File: src/rtl/demux_guarded_nout.sv
// Registered 1-to-NOUT demux of y with a break-before-make guard on channel changes.
// Latency: x carries y one clk later; a switch shows exactly DEAD_CYCLES idle cycles.
// No backpressure: sel_load is a strobe, and a new strobe during the guard restarts it.
module demux_guarded_nout #(
    parameter int   NOUT        = 4,
    parameter int   SEL_W       = 2,
    parameter int   DEAD_CYCLES = 2,
    parameter logic IDLE_LEVEL  = 1'b0
) (
    input  logic             clk,
    input  logic             reset_n,
    input  logic             en,
    input  logic [SEL_W-1:0] sel,
    input  logic             sel_load,
    input  logic             y,
    output logic [NOUT-1:0]  x,
    output logic [SEL_W-1:0] active_sel,
    output logic             routing,
    output logic             busy
);

    typedef enum logic [1:0] {S_OFF, S_GUARD, S_ON} state_t;

    localparam logic [SEL_W:0]   NOUT_L = (SEL_W + 1)'(NOUT);
    localparam int               LAST_I = (DEAD_CYCLES > 0) ? DEAD_CYCLES - 1 : 0;
    localparam logic [7:0]       LAST   = LAST_I[7:0];
    localparam logic [NOUT-1:0]  IDLE_V = {NOUT{IDLE_LEVEL}};

    state_t           state, state_n;
    logic [7:0]       cnt, cnt_n;
    logic [SEL_W-1:0] target, target_n, active_n;
    logic [NOUT-1:0]  x_n;
    logic             routing_n, busy_n;
    logic             legal;

    assign legal = ({1'b0, sel} < NOUT_L);

    function automatic logic [NOUT-1:0] route(input logic [SEL_W-1:0] ch, input logic d);
        logic [NOUT-1:0] v;
        v = IDLE_V;
        for (int i = 0; i < NOUT; i++) begin
            if (ch == SEL_W'(i)) v[i] = d;
        end
        return v;
    endfunction

    always_comb begin
        state_n   = state;
        cnt_n     = cnt;
        target_n  = target;
        active_n  = active_sel;
        x_n       = IDLE_V;
        routing_n = 1'b0;
        busy_n    = 1'b0;
        if (!en) begin
            state_n = S_OFF;
            cnt_n   = 8'd0;
        end else begin
            case (state)
                S_OFF: begin
                    if (sel_load && legal) begin
                        target_n = sel;
                        if (DEAD_CYCLES == 0) begin
                            state_n   = S_ON;
                            active_n  = sel;
                            x_n       = route(sel, y);
                            routing_n = 1'b1;
                        end else begin
                            state_n = S_GUARD;
                            cnt_n   = 8'd0;
                            busy_n  = 1'b1;
                        end
                    end
                end
                S_ON: begin
                    x_n       = route(active_sel, y);
                    routing_n = 1'b1;
                    if (sel_load) begin
                        if (!legal) begin
                            state_n   = S_OFF;
                            x_n       = IDLE_V;
                            routing_n = 1'b0;
                        end else if (sel != active_sel) begin
                            target_n = sel;
                            // Zero guard: old output drops in the same cycle the new one goes live.
                            if (DEAD_CYCLES == 0) begin
                                active_n = sel;
                                x_n      = route(sel, y);
                            end else begin
                                state_n   = S_GUARD;
                                cnt_n     = 8'd0;
                                busy_n    = 1'b1;
                                x_n       = IDLE_V;
                                routing_n = 1'b0;
                            end
                        end
                    end
                end
                S_GUARD: begin
                    busy_n = 1'b1;
                    if (sel_load && !legal) begin
                        state_n = S_OFF;
                        cnt_n   = 8'd0;
                        busy_n  = 1'b0;
                    end else if (sel_load) begin
                        target_n = sel;
                        cnt_n    = 8'd0;
                    end else if (cnt == LAST) begin
                        state_n   = S_ON;
                        active_n  = target;
                        x_n       = route(target, y);
                        routing_n = 1'b1;
                        busy_n    = 1'b0;
                        cnt_n     = 8'd0;
                    end else begin
                        cnt_n = cnt + 8'd1;
                    end
                end
                default: begin
                    state_n = S_OFF;
                    cnt_n   = 8'd0;
                end
            endcase
        end
    end

    always_ff @(posedge clk) begin
        if (!reset_n) begin
            state      <= S_OFF;
            cnt        <= 8'd0;
            target     <= '0;
            active_sel <= '0;
            x          <= IDLE_V;
            routing    <= 1'b0;
            busy       <= 1'b0;
        end else begin
            state      <= state_n;
            cnt        <= cnt_n;
            target     <= target_n;
            active_sel <= active_n;
            x          <= x_n;
            routing    <= routing_n;
            busy       <= busy_n;
        end
    end

    // At most one output may differ from idle, and none when not routing.
    a_one_hot: assert property (@(posedge clk) disable iff (!reset_n)
        routing ? ($countones(x ^ IDLE_V) <= 1) : (x == IDLE_V));

endmodule

File: config.mk
export PLATFORM = sky130hd
export DESIGN_NAME = demux_guarded_nout
export DESIGN_NICKNAME = d
export VERILOG_FILES = /design/src/rtl/demux_guarded_nout.sv
export SDC_FILE = /design/constraint.sdc
export NUM_CORES = 1
export LEC_CHECK = 0
export ABC_AREA = 1
export BUFFER_PORTS_ARGS = -buffer_cell sky130_fd_sc_hd__buf_4
export CORE_MARGIN = 2
export CORE_UTILIZATION = 45
export DETAILED_ROUTE_END_ITERATION = 6
export SLEW_MARGIN = 20
export SYNTH_ARGS = -nofsm -noshare
export SYNTH_HDL_FRONTEND = slang
export SYNTH_SLANG_ARGS = --single-unit
File: constraint.sdc
create_clock -name clk -period 4.8 [get_ports clk]
set_clock_uncertainty 0.15 [all_clocks]
set_input_delay 0.24 -clock clk [delete_from_list [all_inputs] [get_ports clk]]
set_output_delay 0.24 -clock clk [all_outputs]
set_load 0.01 [all_outputs]
[Yosys cells after proc, flatten, opt, wreduce, memory -nomap -nowiden]
Cells that the tools add are included.
Storage, ports and cells
  register bits after elaboration: 20
  input bits: 7
  output and inout bits: 8
  logic and storage cells: 75
Operators by class
  add/sub/neg operators: 1
  equality and inequality tests: 16
  mux-type cells: 40
  bitwise operators: 1
  reductions and logical operators: 10
Operator list (count)
  8-bit 2-to-1 mux: 5
  8-bit case mux with 3 select lines: 1
  1-bit 2-to-1 mux: 17
  2-bit 2-to-1 mux: 8
  4-bit 2-to-1 mux: 4
  2-bit equality test (second input constant): 5
  2-bit != test (second input constant): 5
  5-bit AND reduction: 2
  8-bit by 1-bit adder with 8-bit output (second input constant): 1
  8-bit by 1-bit equality test with 1-bit output (second input constant): 1
  4-bit case mux with 2 select lines: 1
  2-bit by 1-bit equality test with 1-bit output (second input constant): 3
  2-bit zero test: 3
  2-bit case mux with 3 select lines: 1
  2-bit case mux with 2 select lines: 1
  4-bit AND reduction: 1
  1-bit case mux with 3 select lines: 1
  3-bit AND reduction: 1
  2-bit by 1-bit != test with 1-bit output (second input constant): 1
  2-bit != test: 1
  1-bit case mux with 2 select lines: 1
  2-bit AND reduction: 1
  2-bit nonzero test: 1
  2-bit OR reduction: 1
  1-bit inverter: 1

[Longest topological paths before layout]
Gate-level depths: netlist of run 1.
  depth in word-level cells: 5
  depth in mapped cells: 11
  gate-level depth less buffers: 11

[Worst setup path after synthesis of run 1]
OpenSTA, ideal clock, no wires.
  path kind: reg-to-reg
  from: register state[0]
  to: register state[0]
  library setup time: 0.115 ns
  arrival time: 1.314 ns
  data required time: 4.535 ns
  slack: 3.221 ns
  stages on the path, launching flop included: 10
  buffers on the path: 1
  clock period less this slack: 1.579 ns
  cells stage by stage: dfxtp_1 -> inv_1 -> ha_1 -> nand2_1 -> nand3_4 -> inv_4 -> buf_6 -> nand3_1 -> nand2_1 -> nor2_1
Between the ends
  longest elaborated chain between the ends: 3
  elaborated cells on any way between the ends: 10
  classes of those cells: eq/ne (7); mux (1); reduce/logical (2)
RTL lines
  start, declared: RTL line 29  | state_t state, state_n;
  start signal, assigned: RTL line 137  | state <= state_n;
  2-bit by 1-bit equality test with 1-bit output, or another cell as far along: RTL line 59  | case (state)
  2-bit != test (no source line)
  5-bit AND reduction (no source line)
Parallel ways exist; a longest one is shown, timed or not.
A chain may end at the register's enable or synchronous reset.

[Final worst setup path of run 1]
  from: register state[0]
  to: register cnt[1]
Between the ends
  longest elaborated chain between the ends: 3
  elaborated cells on any way between the ends: 8
  classes of those cells: eq/ne (5); mux (1); reduce/logical (2)
RTL lines
  2-bit equality test or 2-bit zero test (tied branches): RTL line 59
  2-bit != test (no source line)
  3-bit AND reduction (no source line)
  end signal, assigned: RTL line 138  | cnt <= cnt_n;
  end, declared: RTL line 30  | logic [7:0] cnt, cnt_n;
Parallel ways exist; a longest one is shown, timed or not.

==> impl_metrics.toml, run 1 <==
[clock_tree]
cts_tree = "built"
clk_pin_slew_ns = 0.12
post_cts_buffers = 0
cts_resized = 0
root_buffer = "clkbuf_4"
cts_buffers = 3
cts_sinks = 20
htreeDepth = 1
cts_hold_buf = 0
clk-insertion-delay-late_ns = 0.31
clockBufferDepth = 2

[synthesis]
syn_area_mm2 = 0.001192
synthAdderAreaFrac_pct = 6.296
synthXorXnorAreaFrac_pct = 0.7345
synthesis.instances = 184
yosysTopAreaCell = "dfxtp_1"
ys_seq_area_share_pct = 33.58
ys_warn_count = 0
synth_edf_count = 0
synth_seq_cells = 20
synth.most_common_cell = "nand2_1"
synthSimpleGateAreaFrac_pct = 39.77
synth.distinct_cells = 18
async_flop_share_pct = 0
syn-num-nets = 197
synth-compound-area-share_pct = 9.339
synth_mux_area_share_pct = 0
synth_area_leaders = "dfxtp_1, nand2_1, nand3_1, nor2_1, a21oi_1"
synth_top_family_by_area = "simple AND/OR/NAND/NOR gates"
synth_common_cells = "nand2_1, nor2_1, nand3_1"
avgSynthCellArea_um2 = 6.480
synth_top_area_share_pct = 33.58
ys.flop_type = "dfxtp_1"

[critical_path]
worstPathMaxFanout = 12
end_kind = "register"
critPathKind = "reg -> reg"
r2r-start = "state[0]"
ff2ff_path_depth = 8
setup.worst_path.end = "cnt[1]"
worstPathArrival_ns = 1.80
r2r_end = "cnt[1]"
startpoint = "state[0]"
rrSetupSlack_ns = 3.06
cp.required_ns = 4.86
critPathLaunchType = "register"

[routing]
ant_nets = 0
avgViaCountPerCell = 5.135
drcViolationCount = 0
post_drt_wl_per_cell_um = 11.10
drt_wl_total_um = 2552
drt-initial-drc-count = 38
dr.pass1.iters = 4
vias = 1181

[timing]
rsz0062_at_grt = "no"
slew_headroom_pct = 79.39
post-route-min-period_ns = 1.739
fmax_ghz = 0.5750
hold_violations = 0
finalSetupViolCount = 0
drv_slew = 0
tightestPinTransition_ns = 0.3060
post-route-period-util_pct = 36.23
fin_setup_tns_ns = 0
fin_hold_ws_ns = 0.02371

[worst_hold_path]
hp-class = "in -> reg"
min_from = "reset_n"

[global_route]
antenna_found_initial = 0
first_global_vias = 1090
grtUsageMet3_pct = 2.108
grt_use_met1_pct = 23.31
grt_busiest_layer = "met2"
grtUsageTotal_pct = 17.78
grt_util_met2_pct = 30.27
grt_first_pass_wirelength_um = 4491
grt_max_degree = 13
overflow = 0

[final_layout]
multi_input_area_um2 = 669.4
regArea_um2 = 400.4
final_area_mm2 = 0.001365
finalNonFillerCells = 230
fill_cells = 259
drive_above_1_share_pct = 15.00
nNetsFinal = 214
syn2layout_area_growth_pct = 14.48
num_antenna_cells = 0
utilization_pct = 54.60

[die]
top_level_ports = 15
fp.dieW_um = 55.48
dieArea_mm2 = 0.003077
rows = 18
initial_core_util_pct = 47.70
core_area_mm2 = 0.002500
die_h_um = 55.48

[power]
power.density_mw_per_mm2 = 253.6
total_leakage_power_nw = 0.5915
peakVddDrop_mv = 0.1530

[placed_design]
dp_hpwl_um = 2018
place_area_mm2 = 0.001313
io_buffers = 14
placed_cells = 226
place_congestion = 0.8366

[outcome]
status = "complete, no violations"

[flow_run]
max_cap_violations = 0
through the flow:
step	setup WS (ns)	power (mW)
CTS	3.057	0.3498
finish	3.061	0.3462
detailed placement	3.072	0.2099
global route	2.880	0.3615
global placement	3.121	0.2095
floorplan	3.221	0.2002
placed cells by master (no fill, tap or decap):
cell,Yosys,final
inv_1,20,20
nand3_1,22,22
nand3_4,2,2
nand2_1,53,53
dfxtp_1,20,20
nand4_1,3,3
o21ai_0,5,5
inv_4,1,1
inv_2,5,5
buf_4,0,14
ha_1,6,6
nor2_2,1,1
nor2_1,23,23
a31oi_1,1,1
o21ai_1,1,1
a21oi_1,15,15
bufinv_16,0,1
clkbuf_4,0,3
xor2_1,1,1
nand2_2,3,3
metal layers:
metal | up-vias | wire length, um
met5 | - | 0
met4 | 0 | 34
met3 | 5 | 74
met2 | 21 | 1185
met1 | 538 | 1258
li1 | 617 | -
worst max-delay path, cell delays in order (launching register included):
cell,delay [ns]
dfxtp_1,0.43
inv_1,0.09
ha_1,0.28
nand2_1,0.17
nand3_4,0.15
inv_4,0.16
nand2_1,0.07
o21ai_0,0.07
nor2_1,0.06
kinds of logic (layout without fill, tap and decap cells):
kind of cell	count (synthesis)	after routing
compound gates	22	22
simple gates	107	107
buf+inv	28	44
xor+xnor	1	1
flops	20	20
fa+ha+maj	6	6
power breakdown:
part           switching, mW  leakage, nW  internal (mW)
Clock                 0.0555       0.0279         0.0844
Combinational         0.0229        0.402         0.0122
Sequential           0.00258        0.162          0.169
Total                 0.0810        0.591          0.265
area by class of cell:
class / count / area share, %
timing repair buffer: 14 / 7.699
inverter: 26 / 7.333
multi-input combinational: 136 / 49.04
clock inverter: 1 / 2.200
sequential: 20 / 29.33
clock buffer: 3 / 1.650
tap: 30 / 2.750
worst min-delay path by stage:
stage	endpoint	slack (ns)	cells after the start
detailed placement	target[1]	0.34	3
global route	active_sel[0]	0.03	3
finish	active_sel[1]	0.02	3
CTS	active_sel[1]	0.02	3
floorplan	active_sel[1]	0.20	2
global placement	target[1]	0.33	3
registers in the layout, indices dropped and copies added (netlist names):
signal      flops
active_sel      2
busy            1
cnt             8
routing         1
state           2
target          2
x               4
No activity file was read; power rests on OpenSTA's default activity.
==> run 2, diff against run 1 <==
clock period = 1.73 ns   (was 4.8 ns; I/O delays follow)
==> impl_metrics.toml, run 2 (same netlist as run 1, synthesis figures left out) <==
[routing]
drcViolationCount = 0
avgViaCountPerCell = 5.121
drt_wl_total_um = 2628
drt-initial-drc-count = 45
dr.pass1.iters = 4
vias = 1224
post_drt_wl_per_cell_um = 11.00
ant_nets = 0

[timing]
fin_setup_tns_ns = 0
fmax_ghz = 0.6300
fin_hold_ws_ns = 0.3440
post-route-period-util_pct = 91.75
hold_violations = 0
slew_headroom_pct = 83.57
rsz0062_at_grt = "no"
setup_ws_ns = 0.1427
post-route-min-period_ns = 1.587
finalSetupViolCount = 0
drv_slew = 0
tightestPinTransition_ns = 0.2459

[global_route]
overflow = 0
antenna_found_initial = 0
grt_first_pass_wirelength_um = 4705
grtUsageTotal_pct = 18.73
first_global_vias = 1108
grt_max_degree = 13

[final_layout]
final_common_cell = "nand2_1"
drive_above_1_share_pct = 17.70
nNetsFinal = 223
largest_register_ffs = 8
syn2layout_area_growth_pct = 22.35
mostFrequentLayoutCells = "nand2_1, nor2_1, nand3_1, inv_1, dfxtp_1"
finalNonFillerCells = 239
final_area_mm2 = 0.001459
top_register = "cnt"
top_regs = "cnt (8), x (4)"
num_antenna_cells = 0

[power]
total_leakage_power_nw = 0.6324
peakVddDrop_mv = 0.5208
power.density_mw_per_mm2 = 664.8

[die]
rows = 18
die_h_um = 55.48
dieArea_mm2 = 0.003077
fp.dieW_um = 55.48
core_area_mm2 = 0.002500
initial_core_util_pct = 47.70
top_level_ports = 15

[clock_tree]
clk-insertion-delay-late_ns = 0.31
clk_pin_slew_ns = 0.12
cts_sinks = 20
post_cts_buffers = 0
cts_tree = "built"
htreeDepth = 1
root_buffer = "clkbuf_4"
cts_buffers = 3
clockBufferDepth = 2

[critical_path]
critPathKind = "reg -> reg"
worstPathMaxFanout = 12
cp.required_ns = 1.79
end_kind = "register"
worstPathArrival_ns = 1.64
critPathLaunchType = "register"

[worst_hold_path]
hp-class = "reg -> reg"

[outcome]
status = "complete, no violations"

[placed_design]
pre_cts_slack_ns = 0.02683
io_buffers = 14
place_area_mm2 = 0.001335
place_congestion = 0.8673
placed_cells = 229
dp_hpwl_um = 2073

[flow_run]
max_cap_violations = 0
run 2: changes by cell type in the layout (fill, tap and decap cells not counted):
cell	change
buf_4	+3
dfxtp_1	-2
dfxtp_2	+2
dlygate4sd3_1	+6
ha_1	-1
ha_2	+1
inv_4	-1
inv_6	+1
o21ai_0	-2
o21ai_1	+1
o21ai_2	+1
run 2: layout make-up:
class	instances	area, um^2
fill	258	1041
multi-input combinational	136	675.6
sequential	20	402.9
timing repair buffer	23	187.7
inverter	26	102.6
tap	30	37.54
clock inverter	1	30.03
clock buffer	3	22.52
run 2: final timing paths:
kind	from	to	slack (ns)	cells after the start
worst max-delay path	state[0]	cnt[5]	0.14	10
worst min-delay path	cnt[7]	cnt[7]	0.34	2
worst max register to register	state[0]	cnt[5]	0.14	10
worst min register to register	cnt[7]	cnt[7]	0.34	2
run 2: report_power, final:
part	leakage, nW	switching, mW	internal [mW]
logic	0.442	0.0671	0.0461
registers	0.163	0.00565	0.468
clock network	0.0279	0.149	0.234
run 2: stage by stage:
| step | power (mW) | util [%] |
|---|---|---|
| floorplan | 0.5554 | - |
| global placement | 0.5829 | 53.40 |
| global route | 1.014 | 58.36 |
| finish | 0.9698 | 58.36 |
| detailed placement | 0.5834 | 53.40 |
| CTS | 0.9783 | 57.91 |
run 2: metal layers:
metal / share of wire [%] / wire length [um] / vias up / GRT usage [%]
met4: 2.5 / 67 / 0 / 9.059
met2: 46 / 1206 / 22 / 30.10
li1: - / - / 636 / -
met3: 2.4 / 64 / 7 / 2.576
met5: 0 / 0 / - / 0
met1: 49 / 1290 / 559 / 24.60
run 2: what timing repair did:
item | 4_1_cts | 5_1_grt
hold endpoints to repair | 6 | 0
hold buffers | 6 | 0
resized for setup | 0 | 7
setup endpoints to repair | 0 | 10
run 2: worst max-delay path, stage by stage (launching register included):
cell	delay, ns
dfxtp_1	0.37
inv_1	0.07
ha_1	0.22
inv_1	0.06
nor2_1	0.04
inv_1	0.10
nand3_4	0.15
inv_6	0.14
nand3_1	0.07
nand2_1	0.06
nor2_1	0.04
==> run 3, diff against run 2 <==
RECOVER_POWER = 100   (was not set)
==> impl_metrics.toml, run 3 (same netlist as run 1, synthesis figures left out) <==
[outcome]
status = "complete, no violations"

[final_layout]
finalNonFillerCells = 239
drive_above_1_share_pct = 13.40
largest_register_ffs = 8
top_register = "cnt"
final_common_cell = "nand2_1"
mostFrequentLayoutCells = "nand2_1, nor2_1, nand3_1, inv_1, dfxtp_1"
utilization_pct = 57.16
nNetsFinal = 223
fill_cells = 265
num_antenna_cells = 0
top_regs = "cnt (8), x (4)"
syn2layout_area_growth_pct = 19.83

[clock_tree]
cts_tree = "built"
post_cts_buffers = 0
clockBufferDepth = 2
htreeDepth = 1
cts_buffers = 3
clk-insertion-delay-late_ns = 0.31
root_buffer = "clkbuf_4"
clk_pin_slew_ns = 0.12
cts_sinks = 20

[critical_path]
r2r-start = "state[0]"
worstPathMaxFanout = 8
critPathKind = "reg -> reg"
startpoint = "state[0]"
end_kind = "register"
cp.required_ns = 1.79
critPathLaunchType = "register"
worstPathArrival_ns = 1.64

[global_route]
grtUsageTotal_pct = 18.73
first_global_vias = 1108
grt_first_pass_wirelength_um = 4705
overflow = 0
antenna_found_initial = 0
grt_max_degree = 13

[timing]
finalSetupViolCount = 0
drv_slew = 0
hold_violations = 0
rsz0062_at_grt = "no"
slew_headroom_pct = 83.77
post-route-period-util_pct = 91.63
post-route-min-period_ns = 1.585
tightestPinTransition_ns = 0.2428
fmax_ghz = 0.6308
fin_setup_tns_ns = 0

[power]
total_leakage_power_nw = 0.5980
power.density_mw_per_mm2 = 677.6
peakVddDrop_mv = 0.5204

[flow_run]
max_cap_violations = 0

[die]
core_area_mm2 = 0.002500
top_level_ports = 15
fp.dieW_um = 55.48
initial_core_util_pct = 47.70
die_h_um = 55.48
dieArea_mm2 = 0.003077
rows = 18

[routing]
avgViaCountPerCell = 5.113
ant_nets = 0
post_drt_wl_per_cell_um = 10.92
vias = 1222
drt_wl_total_um = 2611
drcViolationCount = 0
drt-initial-drc-count = 58
dr.pass1.iters = 4

[placed_design]
io_buffers = 14
place_congestion = 0.8673
dp_hpwl_um = 2073
placed_cells = 229

[worst_hold_path]
min_from = "cnt[7]"
hp-class = "reg -> reg"
## run 3: cell types whose count changed in the layout (fill, tap and decap cells not counted)
| cell | previous run | this run |
|---|---|---|
| buf_4 | 17 | 9 |
| clkbuf_1 | 0 | 8 |
| inv_1 | 20 | 21 |
| inv_2 | 5 | 4 |
## run 3: layout make-up
type	instances	area, um^2	area share [%]
Inverter	26	102.6	7.180
Multi-Input combinational cell	136	675.6	47.29
Clock buffer	3	22.52	1.576
Clock inverter	1	30.03	2.102
Sequential cell	20	402.9	28.20
Tap cell	30	37.54	2.627
Timing Repair Buffer	23	157.7	11.03
## run 3: final timing paths
path,to,slack (ns),depth (start not counted)
worst max-delay path,cnt[5],0.14,8
worst min-delay path,cnt[7],0.34,2
worst max register to register,cnt[5],0.14,8
worst min register to register,cnt[7],0.34,2
## run 3: metrics by stage
step	total power, mW	setup slack (ns)	cell area [um^2]	hold slack, ns
final	0.9682	0.1448	1429	0.3448
after floorplan	0.5554	0.1510	1192	0.04572
after detailed placement	0.5834	0.02683	1335	0.1891
after CTS	0.9783	0.005919	1448	0.3495
after global placement	0.5829	0.1012	1335	0.1820
after global routing	1.013	0.009074	1429	0.4052
## run 3: worst max-delay path, cell delays in order (launching register included)
cell	delay, ns
dfxtp_1	0.37
inv_1	0.07
ha_1	0.22
inv_1	0.06
nor2_1	0.04
inv_1	0.10
nand3_4	0.15
o21ai_2	0.23
nor2_1	0.08
## run 3: repair_timing
item / 4_1_cts / 5_1_grt
endpoints found under the hold margin: 6 / 0
endpoints found under the setup margin: 0 / 10
gates resized for setup: 0 / 7
hold buffers: 6 / 0
## run 3: where the power goes
group	internal (mW)	leakage, nW	total, mW	switching (mW)
registers	0.468	0.163	0.473	0.00555
logic	0.0451	0.407	0.112	0.0668
clock network	0.234	0.0279	0.383	0.149
## run 3: per-layer routing
metal	wire, um	global-route usage (%)	up-vias
li1	-	-	636
met4	67	9.059	0
met5	0	0	-
met1	1253	24.60	551
met3	81	2.576	7
met2	1208	30.10	28
